$ cat config.mk
export PLATFORM = sky130hd
export DESIGN_NAME = isa_io_target_flat
export DESIGN_NICKNAME = d
export VERILOG_FILES = /design/src/rtl/isa_io_target_if.sv /design/src/rtl/isa_io_target.sv /design/src/flat_wrapper.sv
export SDC_FILE = /design/constraint.sdc
export NUM_CORES = 1
export LEC_CHECK = 0
export ABC_AREA = 1
export BUFFER_PORTS_ARGS = -buffer_cell sky130_fd_sc_hd__buf_2
export CORE_MARGIN = 3
export CORE_UTILIZATION = 45
export DETAILED_ROUTE_END_ITERATION = 7
export PLACE_DENSITY = 0.72
export SETUP_SLACK_MARGIN = 0.5
export SYNTH_ARGS = -nofsm -noshare
export SYNTH_HDL_FRONTEND = slang
export SYNTH_SLANG_ARGS = --single-unit
$ cat constraint.sdc
create_clock -name clk -period 4.15 [get_ports clk]
set_input_delay 0.2075 -clock clk [delete_from_list [all_inputs] [get_ports clk]]
set_output_delay 0.2075 -clock clk [all_outputs]
set_load 0.005 [all_outputs]
$ cat src/rtl/isa_io_target_if.sv
// ISA pin-side and HPS-side signal bundle for the isa_io_target I/O responder.
// slave = the responder itself; master = the riser pins plus the HPS bridge.
interface isa_io_target_if #(
    parameter int unsigned WINDOW_BITS = 4
);
    logic [15:0]            address_bus;
    logic [15:0]            data_bus_in;
    logic                   IOW;
    logic                   IOR;
    logic [15:0]            data_bus_out;
    logic                   data_bus_oe;
    logic                   wr_valid;
    logic                   wr_ready;
    logic [WINDOW_BITS-1:0] wr_port;
    logic [15:0]            wr_data;
    logic                   rb_we;
    logic [WINDOW_BITS-1:0] rb_addr;
    logic [15:0]            rb_data;
    logic                   rd_strobe;
    logic [WINDOW_BITS-1:0] rd_port;
    logic                   overflow;
    logic                   overflow_clear;

    modport slave (
        input  address_bus, data_bus_in, IOW, IOR, wr_ready,
               rb_we, rb_addr, rb_data, overflow_clear,
        output data_bus_out, data_bus_oe, wr_valid, wr_port, wr_data,
               rd_strobe, rd_port, overflow
    );

    modport master (
        output address_bus, data_bus_in, IOW, IOR, wr_ready,
               rb_we, rb_addr, rb_data, overflow_clear,
        input  data_bus_out, data_bus_oe, wr_valid, wr_port, wr_data,
               rd_strobe, rd_port, overflow
    );
endinterface

$ cat src/rtl/isa_io_target.sv
// ISA I/O-port target: decodes a port window, queues bus writes for the HPS
// in a FWFT FIFO and answers bus reads from an HPS-loaded readback file.
module isa_io_target #(
    parameter logic [15:0] BASE_ADDR       = 16'h0220,
    parameter int unsigned WINDOW_BITS     = 4,
    parameter int unsigned FIFO_DEPTH_LOG2 = 3
) (
    input logic            clk,
    input logic            reset,
    isa_io_target_if.slave bus
);
    localparam int unsigned NPORTS = 1 << WINDOW_BITS;
    localparam int unsigned DEPTH  = 1 << FIFO_DEPTH_LOG2;

    typedef logic [WINDOW_BITS-1:0]   port_t;
    typedef logic [FIFO_DEPTH_LOG2:0] ptr_t;
    typedef struct packed {
        port_t       port;
        logic [15:0] data;
    } entry_t;
    typedef enum logic [1:0] {IDLE, WRITE, READ} state_t;

    localparam ptr_t PTR_ONE = ptr_t'(1);

    state_t      state_q, state_d;
    port_t       port_q, port_d;
    port_t       rd_port_q, rd_port_d;
    logic [15:0] dout_q, dout_d;
    logic [15:0] data_q;
    logic        oe_q, oe_d;
    logic        rd_strobe_q, rd_strobe_d;
    logic        push;

    logic iow_s1, iow_s, ior_s1, ior_s;

    logic [15:0] rb_regs [NPORTS];

    entry_t mem [DEPTH];
    ptr_t   wptr, rptr, rptr_inc;
    entry_t head_q;
    logic   head_valid;
    logic   full, empty, pop, push_ok;
    logic   overflow_q;

    logic  hit;
    port_t addr_port;

    // Strobes are asynchronous to clk; idle (high) out of reset.
    always_ff @(posedge clk or negedge reset) begin
        if (!reset) begin
            iow_s1 <= 1'b1;
            iow_s  <= 1'b1;
            ior_s1 <= 1'b1;
            ior_s  <= 1'b1;
        end else begin
            iow_s1 <= bus.IOW;
            iow_s  <= iow_s1;
            ior_s1 <= bus.IOR;
            ior_s  <= ior_s1;
        end
    end

    assign hit       = bus.address_bus[15:WINDOW_BITS] == BASE_ADDR[15:WINDOW_BITS];
    assign addr_port = bus.address_bus[WINDOW_BITS-1:0];

    always_comb begin
        state_d     = state_q;
        port_d      = port_q;
        rd_port_d   = rd_port_q;
        dout_d      = dout_q;
        oe_d        = oe_q;
        rd_strobe_d = 1'b0;
        push        = 1'b0;
        case (state_q)
            IDLE: begin
                if (!iow_s && hit) begin
                    state_d = WRITE;
                    port_d  = addr_port;
                end else if (!ior_s && hit) begin
                    state_d     = READ;
                    port_d      = addr_port;
                    rd_port_d   = addr_port;
                    dout_d      = rb_regs[addr_port];
                    oe_d        = 1'b1;
                    rd_strobe_d = 1'b1;
                end
            end
            WRITE: begin
                if (iow_s) begin
                    push    = 1'b1;
                    state_d = IDLE;
                end
            end
            READ: begin
                if (ior_s) begin
                    oe_d    = 1'b0;
                    state_d = IDLE;
                end
            end
            default: state_d = IDLE;
        endcase
    end

    always_ff @(posedge clk or negedge reset) begin
        if (!reset) begin
            state_q     <= IDLE;
            port_q      <= '0;
            rd_port_q   <= '0;
            dout_q      <= '0;
            oe_q        <= 1'b0;
            rd_strobe_q <= 1'b0;
            data_q      <= '0;
        end else begin
            state_q     <= state_d;
            port_q      <= port_d;
            rd_port_q   <= rd_port_d;
            dout_q      <= dout_d;
            oe_q        <= oe_d;
            rd_strobe_q <= rd_strobe_d;
            if (state_q == WRITE)
                data_q <= bus.data_bus_in;
        end
    end

    always_ff @(posedge clk or negedge reset) begin
        if (!reset) begin
            for (int unsigned i = 0; i < NPORTS; i++)
                rb_regs[i] <= '0;
        end else if (bus.rb_we) begin
            rb_regs[bus.rb_addr] <= bus.rb_data;
        end
    end

    // The head entry stays counted in the pointers until popped, so the
    // output register never adds capacity beyond DEPTH.
    assign empty    = wptr == rptr;
    assign full     = (wptr[FIFO_DEPTH_LOG2] != rptr[FIFO_DEPTH_LOG2]) &&
                      (wptr[FIFO_DEPTH_LOG2-1:0] == rptr[FIFO_DEPTH_LOG2-1:0]);
    assign pop      = head_valid && bus.wr_ready;
    assign push_ok  = push && (!full || pop);
    assign rptr_inc = rptr + PTR_ONE;

    always_ff @(posedge clk) begin
        if (push_ok)
            mem[wptr[FIFO_DEPTH_LOG2-1:0]] <= '{port: port_q, data: data_q};
    end

    always_ff @(posedge clk or negedge reset) begin
        if (!reset) begin
            wptr       <= '0;
            rptr       <= '0;
            head_q     <= '0;
            head_valid <= 1'b0;
            overflow_q <= 1'b0;
        end else begin
            if (push_ok)
                wptr <= wptr + PTR_ONE;
            if (pop) begin
                rptr <= rptr_inc;
                if (rptr_inc != wptr) begin
                    head_q     <= mem[rptr_inc[FIFO_DEPTH_LOG2-1:0]];
                    head_valid <= 1'b1;
                end else begin
                    head_valid <= 1'b0;
                end
            end else if (!head_valid && !empty) begin
                head_q     <= mem[rptr[FIFO_DEPTH_LOG2-1:0]];
                head_valid <= 1'b1;
            end
            if (push && full && !pop)
                overflow_q <= 1'b1;
            else if (bus.overflow_clear)
                overflow_q <= 1'b0;
        end
    end

    assign bus.data_bus_out = dout_q;
    assign bus.data_bus_oe  = oe_q;
    assign bus.rd_strobe    = rd_strobe_q;
    assign bus.rd_port      = rd_port_q;
    assign bus.wr_valid     = head_valid;
    assign bus.wr_port      = head_q.port;
    assign bus.wr_data      = head_q.data;
    assign bus.overflow     = overflow_q;
endmodule

$ cat src/flat_wrapper.sv
// flat-port wrapper written by rule: the top's interface ports become plain ports
module isa_io_target_flat 
#(
    parameter logic [15:0] BASE_ADDR       = 16'h0220,
    parameter int unsigned WINDOW_BITS     = 4,
    parameter int unsigned FIFO_DEPTH_LOG2 = 3
)
  (clk, reset, bus_address_bus, bus_data_bus_in, bus_IOW, bus_IOR, bus_wr_ready, bus_rb_we, bus_rb_addr, bus_rb_data, bus_overflow_clear, bus_data_bus_out, bus_data_bus_oe, bus_wr_valid, bus_wr_port, bus_wr_data, bus_rd_strobe, bus_rd_port, bus_overflow);
  isa_io_target_if #(.WINDOW_BITS(WINDOW_BITS)) bus_i ();
  input logic clk;
  input logic reset;
  input wire logic [$bits(bus_i.address_bus)-1:0] bus_address_bus;
  input wire logic [$bits(bus_i.data_bus_in)-1:0] bus_data_bus_in;
  input wire logic [$bits(bus_i.IOW)-1:0] bus_IOW;
  input wire logic [$bits(bus_i.IOR)-1:0] bus_IOR;
  input wire logic [$bits(bus_i.wr_ready)-1:0] bus_wr_ready;
  input wire logic [$bits(bus_i.rb_we)-1:0] bus_rb_we;
  input wire logic [$bits(bus_i.rb_addr)-1:0] bus_rb_addr;
  input wire logic [$bits(bus_i.rb_data)-1:0] bus_rb_data;
  input wire logic [$bits(bus_i.overflow_clear)-1:0] bus_overflow_clear;
  output wire logic [$bits(bus_i.data_bus_out)-1:0] bus_data_bus_out;
  output wire logic [$bits(bus_i.data_bus_oe)-1:0] bus_data_bus_oe;
  output wire logic [$bits(bus_i.wr_valid)-1:0] bus_wr_valid;
  output wire logic [$bits(bus_i.wr_port)-1:0] bus_wr_port;
  output wire logic [$bits(bus_i.wr_data)-1:0] bus_wr_data;
  output wire logic [$bits(bus_i.rd_strobe)-1:0] bus_rd_strobe;
  output wire logic [$bits(bus_i.rd_port)-1:0] bus_rd_port;
  output wire logic [$bits(bus_i.overflow)-1:0] bus_overflow;
  assign bus_i.address_bus = bus_address_bus;
  assign bus_i.data_bus_in = bus_data_bus_in;
  assign bus_i.IOW = bus_IOW;
  assign bus_i.IOR = bus_IOR;
  assign bus_i.wr_ready = bus_wr_ready;
  assign bus_i.rb_we = bus_rb_we;
  assign bus_i.rb_addr = bus_rb_addr;
  assign bus_i.rb_data = bus_rb_data;
  assign bus_i.overflow_clear = bus_overflow_clear;
  assign bus_data_bus_out = bus_i.data_bus_out;
  assign bus_data_bus_oe = bus_i.data_bus_oe;
  assign bus_wr_valid = bus_i.wr_valid;
  assign bus_wr_port = bus_i.wr_port;
  assign bus_wr_data = bus_i.wr_data;
  assign bus_rd_strobe = bus_i.rd_strobe;
  assign bus_rd_port = bus_i.rd_port;
  assign bus_overflow = bus_i.overflow;
  isa_io_target #(.BASE_ADDR(BASE_ADDR), .WINDOW_BITS(WINDOW_BITS), .FIFO_DEPTH_LOG2(FIFO_DEPTH_LOG2)) u_core (.clk(clk), .reset(reset), .bus(bus_i));
endmodule
==> metrics.md, run 1 <==
| Metric | Value |
|---|---|
| Placed cell areas | 0.02501 mm^2 |
| Sum of negative setup slack | 0 ns |
| First-pass GRT wire length | 100800 um |
| Fill count | 4965 |
| Register area share after synthesis | 0.5459 |
| Final min period | 2.939 ns |
| Slew headroom | 0.1551 |
| Hold Path Stages | 6 |
| Syn_area_per_cell | 7.711 um^2 |
| Port Buffer Count | 102 |
| RSZ-0062 raised after global routing | no |
| Clk root buf | clkbuf_16 |
| Mapped cell area | 0.02412 mm^2 |
| Pwr Total | 15.11 mW |
| Period utilisation layout | 0.7081 |
| Gp weighted congestion | 0.8288 |
| Max Freq | 340.3 MHz |
| Antenna Nets Post-Route | 0 |
| Routed wire length | 62080 um |
| Peak supply drop | 340.8 uV |
| GRT Util Overall | 0.2227 |
| TritonCTS Sinks | 494 |
| DR WL met2 | 29420 um |
| DR iter-0 viols | 2053 |
| Clk_skew | 0.02419 ns |
| CP max FO | 20 |
| Worst hold path type | input pin to flop |
| Synth area leaders | dfrtp_1 34%, nand2_1 20%, edfxtp_1 20%, nand3_1 6.4%, o21ai_0 6.0% |
| Final nets | 3233 |
| Synth Register Bits | 494 |
| Synth warn | 0 |
| Met1 wire length | 26920 um |
| DRC Markers | 0 |
| Critical path required time | 4.36 ns |
| Cell Rows | 84 |
| Cts hold-fix bufs | 37 |
| Leakage power | 13.41 nW |
| Longest Clk Path Bufs | 3 |
| Layout Utilization | 0.5131 |
| WL/cell | 15.90 um |
| Hold violation count in the final report | 0 |
| Drt pass-1 iters | 6 |
| GRT overflow | 0 |
| Fin area | 0.02707 mm^2 |
| Arrival @ worst endpoint | 3.15 ns |
| Via count | 19760 |
| Min Hold Slack | 0.09697 ns |
| Register Area | 0.01317 mm^2 |
| Number of distinct library cells after synthesis | 31 |
| Slew @ Worst Pin | 1.264 ns |
| Pwr per Cell Area | 558.3 mW/mm^2 |
| Area leader, netlist | dfrtp_1 |
| Core Region | 0.05276 mm^2 |
| Met3 wire length | 4027 um |
| HPWL Detailed | 38650 um |
| Largest net degree at the start of global routing | 126 |
| Starting density of the core | 0.4571 |
| Vias in the first global route | 18680 |
| Clock transition at path regs | 0.07 ns |
| Initial antenna violation count | 0 |
| Drt via density | 5.063 |
| Resized cells post-CTS | 0 |
| Post-CTS Setup Inserts | 0 |
| Number of H-tree levels | 2 |
| Die H | 237.5 um |
| Die area | 0.05641 mm^2 |
| Slew Limit Fails | 0 |
| Path depth of the worst reg2reg path | 5 |
| Die width | 237.5 um |
| Cell count after synthesis | 3128 |
| Layout cells sized above 1 | 0.08087 |
| Worst setup SP type | flop |
| Io pins | 103 |
| Uppermost layer routed | met4 |
| Kind of critical path | flop to flop |
| Post-synthesis net count | 3189 |
| Area of the multi-input gates | 0.008735 mm^2 |
| Area delta synth->final | 12.25% |
| Post-synth top area share | 0.3424 |
| CTS tree | done |
| Max-Cap Viols | 0 |
| CP endpoint kind | flop |
| Setup-failing EPs final | 0 |
| Num CTS Buffers | 51 |
| Worst-skew pair later-pin latency | 0.61 ns |
| Status | finished, final reports clean |
cells by family after synthesis:
logic type	count (synthesis)	synth area share
AND/OR/NAND/NOR	1765	0.2933
buffers and inverters	555	0.09343
flip-flops	494	0.5459
AO/OA/AOI/OAI	307	0.06448
XOR/XNOR	5	0.001816
adder cells (fa/ha/maj)	2	0.001037
worst max-delay path, stage by stage, from the launching register on:
cell,delay (ns)
dfrtp_1,0.42
nor2_4,0.38
inv_2,0.26
nor2_2,0.31
nand2_2,0.23
nor2_2,0.93
area by class of cell:
class	instances	area share
Tap cell	688	0.03180
Antenna cell	1	0.00009243
Inverter	367	0.05111
Sequential cell	494	0.4865
Timing Repair Buffer	179	0.04557
Clock buffer	68	0.05208
Clock inverter	28	0.01021
Multi-Input combinational cell	2079	0.3226
per-layer routing:
| metal | up-vias | GRT usage |
|---|---|---|
| li1 | 9815 | - |
| met1 | 9221 | 0.2998 |
| met2 | 610 | 0.3711 |
| met3 | 118 | 0.03840 |
| met4 | 0 | 0.06803 |
| met5 | - | 0 |
registers in the layout (all words and copies together) (netlist names), 2 cells and up:
register                 count
u_core.rptr                  4
u_core.bus.data_bus_out     16
u_core.mem                 160
u_core.data_q               16
u_core.bus.wr_port           4
u_core.state_q               2
u_core.wptr                  4
u_core.bus.wr_data          16
u_core.rb_regs             256
u_core.port_q                4
u_core.bus.rd_port           4
cell usage after synthesis, drive strengths merged:
cell type	number
o21ai	296
dfstp	4
inv	366
buf	105
clkbuf	83
o211ai	7
xnor2	1
dfrtp	330
a21oi	3
nor3	3
nand3	308
clkinv	1
nor2	164
o22ai	1
xor2	4
edfxtp	160
nand4	2
nand2	1288
ha	2
cell usage in the layout, fill, tap and decap left out, drive strengths merged:
cell type    Yosys  final
clkinv           1     20
nor2           164    164
clkbuf          83     68
buf            105    142
diode            0      1
clkinvlp         0      3
dfrtp          330    330
o22ai            1      1
a21oi            3      3
nor3             3      3
o21ai          296    296
ha               2      2
edfxtp         160    160
bufinv           0      4
nand4            2      2
nand3          308    308
xor2             4      4
dlygate4sd3      0     37
inv            366    368
o211ai           7      7
nand2         1288   1288
xnor2            1      1
dfstp            4      4
through the flow:
step	cells	setup slack [ns]
3_3_place_gp	3770	1.267
4_1_cts	3903	1.137
5_1_grt	3903	0.9344
6_report	3904	1.211
3_5_place_dp	3770	1.163
2_1_floorplan	3128	1.854
power by group:
group / switching, mW / internal, mW / total [mW]
Combinational: 2.90 / 1.51 / 4.41
Clock: 1.98 / 2.65 / 4.63
Sequential: 0.392 / 5.67 / 6.07
Total: 5.28 / 9.84 / 15.1
final timing paths:
path	start	end	slack, ns
worst max-delay path	u_core.state_q[1]	u_core.mem[5][11]	1.21
worst min-delay path	bus_address_bus[8]	u_core.state_q[0]	0.1
worst max register to register	u_core.state_q[1]	u_core.mem[5][11]	1.21
worst min register to register	u_core.ior_s1	u_core.ior_s	0.36
max in group asynchronous	reset	u_core.rb_regs[206]	2.79
min in group asynchronous	reset	u_core.bus.wr_data[13]	0.19
Note: power is estimated with default switching activity, not from simulation.
==> run 2: changes to the inputs <==
==> constraint.sdc (replaced) <==
create_clock -name clk -period 2.9 [get_ports clk]
set_input_delay 0.145 -clock clk [delete_from_list [all_inputs] [get_ports clk]]
set_output_delay 0.145 -clock clk [all_outputs]
set_load 0.005 [all_outputs]
==> metrics.md, run 2 (synthesis results as in run 1) <==
| Metric | Value |
|---|---|
| Initial antenna violation count | 0 (unchanged) |
| Comb pwr share | 0.294 (+0.002) |
| CP max FO | 41 (+110%) |
| Critical path's top delay family | simple AND/OR/NAND/NOR gates |
| Slowest-stage cell, CP | dfrtp_4 |
| Longest Clk Path Bufs | 3 (unchanged) |
| Max Freq | 448.7 MHz (+32%) |
| Arrival @ worst endpoint | 2.76 ns (-0.39 ns) |
| Pwr per Cell Area | 797.9 mW/mm^2 (+43%) |
| Flop2flop setup slack | 0.67 ns (-0.54 ns) |
| Port Buffer Count | 102 (unchanged) |
| Hold Path Stages | 6 (unchanged) |
| P_sw | 7.536 mW (+43%) |
| Leakage power | 13.51 nW (+0.73%) |
| RSZ-0062 raised after global routing | no |
| End of the worst hold path | u_core.state_q[0] |
| Largest stage delay, worst path | 0.60 ns (-0.33 ns) |
| Critical path cell sequence | ha_1 -> inv_1 -> buf_4 -> nand3_1 -> nand2_1 -> nand2_1 -> nand2_1 -> inv_1 -> nand2_1 -> nand2_1 -> nand2_1 |
| Final min period | 2.228 ns (-0.7102 ns) |
| GRT overflow | 0 (unchanged) |
| Clk root buf | clkbuf_16 |
| Max FFs per register | 256 (unchanged) |
| Status | finished, final reports clean |
| GRT Util Overall | 0.2233 (+0.0006418) |
| Layout Utilization | 0.5175 (+0.004363) |
| Slew headroom | 0.2440 (+0.08897) |
| Critical path required time | 3.43 ns (-0.93 ns) |
| Period utilisation layout | 0.7684 (+0.06031) |
| Drt pass-1 iters | 5 (-1) |
| CTS tree | done |
| Number of H-tree levels | 2 (unchanged) |
| Starting density of the core | 0.4571 (unchanged) |
| Clock Power Share | 0.308 (about the same) |
| First-pass GRT wire length | 101200 um (+0.40%) |
| HPWL Detailed | 38620 um (about the same) |
| Reg power frac | 0.398 (-0.003) |
| Pwr Total | 21.79 mW (+44%) |
| Most flop-heavy register | u_core.rb_regs |
| Hold violation count in the final report | 0 (unchanged) |
| Buf/Inv on CP | 3 (+2) |
| DR iter-0 viols | 1794 (-13%) |
| Final nets | 3249 (+0.49%) |
| DRC Markers | 0 (unchanged) |
| Die area | 0.05641 mm^2 (unchanged) |
| Clock transition at path regs | 0.06 ns (about the same) |
| Drt via density | 5.018 (-0.88%) |
| CP endpoint kind | flop |
| Num CTS Buffers | 51 (unchanged) |
| Slew @ Worst Pin | 1.131 ns (-0.1331 ns) |
| Slew Limit Fails | 0 (unchanged) |
| Crit path top cell by count | nand2_1 |
| Routed wire length | 62410 um (+0.54%) |
| Layout cells sized above 1 | 0.08364 (+0.002772) |
| Final worst slack | 0.6715 ns (-0.5398 ns) |
| Worst-skew pair later-pin latency | 0.60 ns (about the same) |
| Worst setup SP type | flop |
| TritonCTS Sinks | 494 (unchanged) |
| Post-CTS Setup Inserts | 0 (unchanged) |
| Antenna Nets Post-Route | 0 (unchanged) |
| Critical R2R Capture | u_core.bus.wr_port[1] |
| Worst hold path type | input pin to flop |
| Commonest non-fill, non-tap cell in the layout | nand2_1 |
| Internal Dissipation | 14.25 mW (+45%) |
| Place WS | 0.5535 ns (-0.6099 ns) |
| WL/cell | 15.93 um (+0.18%) |
| Worst Hold Launch | bus_address_bus[4] |
| Max-Cap Viols | 0 (unchanged) |
| Peak supply drop | 641.1 uV (+88%) |
| Sum of negative setup slack | 0 ns (unchanged) |
| Die width | 237.5 um (unchanged) |
| Vias in the first global route | 18710 (+0.13%) |
| Core Region | 0.05276 mm^2 (unchanged) |
| Fill count | 4972 (+0.14%) |
| Commonest non-fill, non-tap cells in the layout | 1284 x nand2_1, 361 x inv_1, 329 x dfrtp_1 |
| Worst r2r src | u_core.rptr[0] |
| Clk_skew | 0.02378 ns (-0.0004078 ns) |
| Gp weighted congestion | 0.8254 (-0.41%) |
| Kind of critical path | flop to flop |
| Setup-failing EPs final | 0 (unchanged) |
| Io pins | 103 (unchanged) |
| Switching portion of total power | 0.3459 (-0.003147) |
| Via count | 19660 (-0.53%) |
| Die H | 237.5 um (unchanged) |
| Largest net degree at the start of global routing | 162 (+29%) |
| Cell Rows | 84 (unchanged) |
| Path depth of the worst reg2reg path | 11 (+6) |
| Area delta synth->final | 13.20% |
[run 2: changes by cell type in the layout (fill, tap and decap cells not counted), sizes merged]
cell         delta
buf            +15
bufinv          +1
clkbuf          +4
clkinv          -9
diode           +1
dlygate4sd3     +1
inv             +1
[run 2: metrics by stage]
step	hold slack, ns	instances	cell area (um^2)
floorplan	-0.1506	3128	24120
global placement	0.1932	3785	25210
detailed placement	0.1954	3785	25210
CTS	0.02569	3916	27300
global route	0.05067	3916	27300
finish	0.04203	3918	27300
[run 2: power by group through the flow]
| stage | sequential, mW | combinational (mW) | clock [mW] |
|---|---|---|---|
| 2_1_floorplan | 8.62 | 4.84 | 0 |
| 4_1_cts | 8.66 | 6.41 | 6.84 |
| 6_report | 8.66 | 6.42 | 6.71 |
| 5_1_grt | 8.77 | 7.37 | 7.13 |
| 3_3_place_gp | 8.75 | 6.25 | 0 |
| 3_5_place_dp | 8.78 | 6.33 | 0 |
[run 2: per-layer routing]
metal | GRT usage | vias up | part of all wire
met5 | 0 | - | 0
met4 | 0.07024 | 0 | 0.027
met2 | 0.3654 | 604 | 0.46
li1 | - | 9839 | -
met1 | 0.2997 | 9109 | 0.44
met3 | 0.04769 | 108 | 0.069
[run 2: worst min-delay path, delay by kind of cell]
family          cells  cell delay (ns)
buf+inv             1             0.07
compound gates      1             0.08
simple gates        4             0.30
[run 2: what timing repair did]
action | in CTS | in global routing
endpoints found under the setup margin | 5 | 0
hold endpoints to repair | 129 | 0
hold buffers | 38 | 0
gates resized for setup | 1 | 0
[run 2: final cells by class]
type                    count  area (um^2)  share of cell area
repair buffers            195         1444             0.05288
inverters                 367         1383             0.05064
clock inverters            21        257.7            0.009440
multi-input cells        2079         8737              0.3200
well taps                 688        860.8             0.03153
diodes                      2        5.005           0.0001833
flip-flops and latches    494        13170              0.4824
clock buffers              72         1445             0.05293
[run 2: worst max path at each step]
| stage | startpoint | cells after the start | to |
|---|---|---|---|
| floorplan | u_core.state_q[1] | 5 | u_core.mem[4][0] |
| finish | u_core.rptr[0] | 11 | u_core.bus.wr_port[1] |
| global placement | u_core.rptr[0] | 9 | u_core.bus.wr_data[8] |
| CTS | u_core.rptr[0] | 11 | u_core.bus.wr_port[1] |
| global route | u_core.rptr[0] | 11 | u_core.bus.wr_port[1] |
| detailed placement | u_core.rptr[0] | 9 | u_core.bus.wr_port[2] |
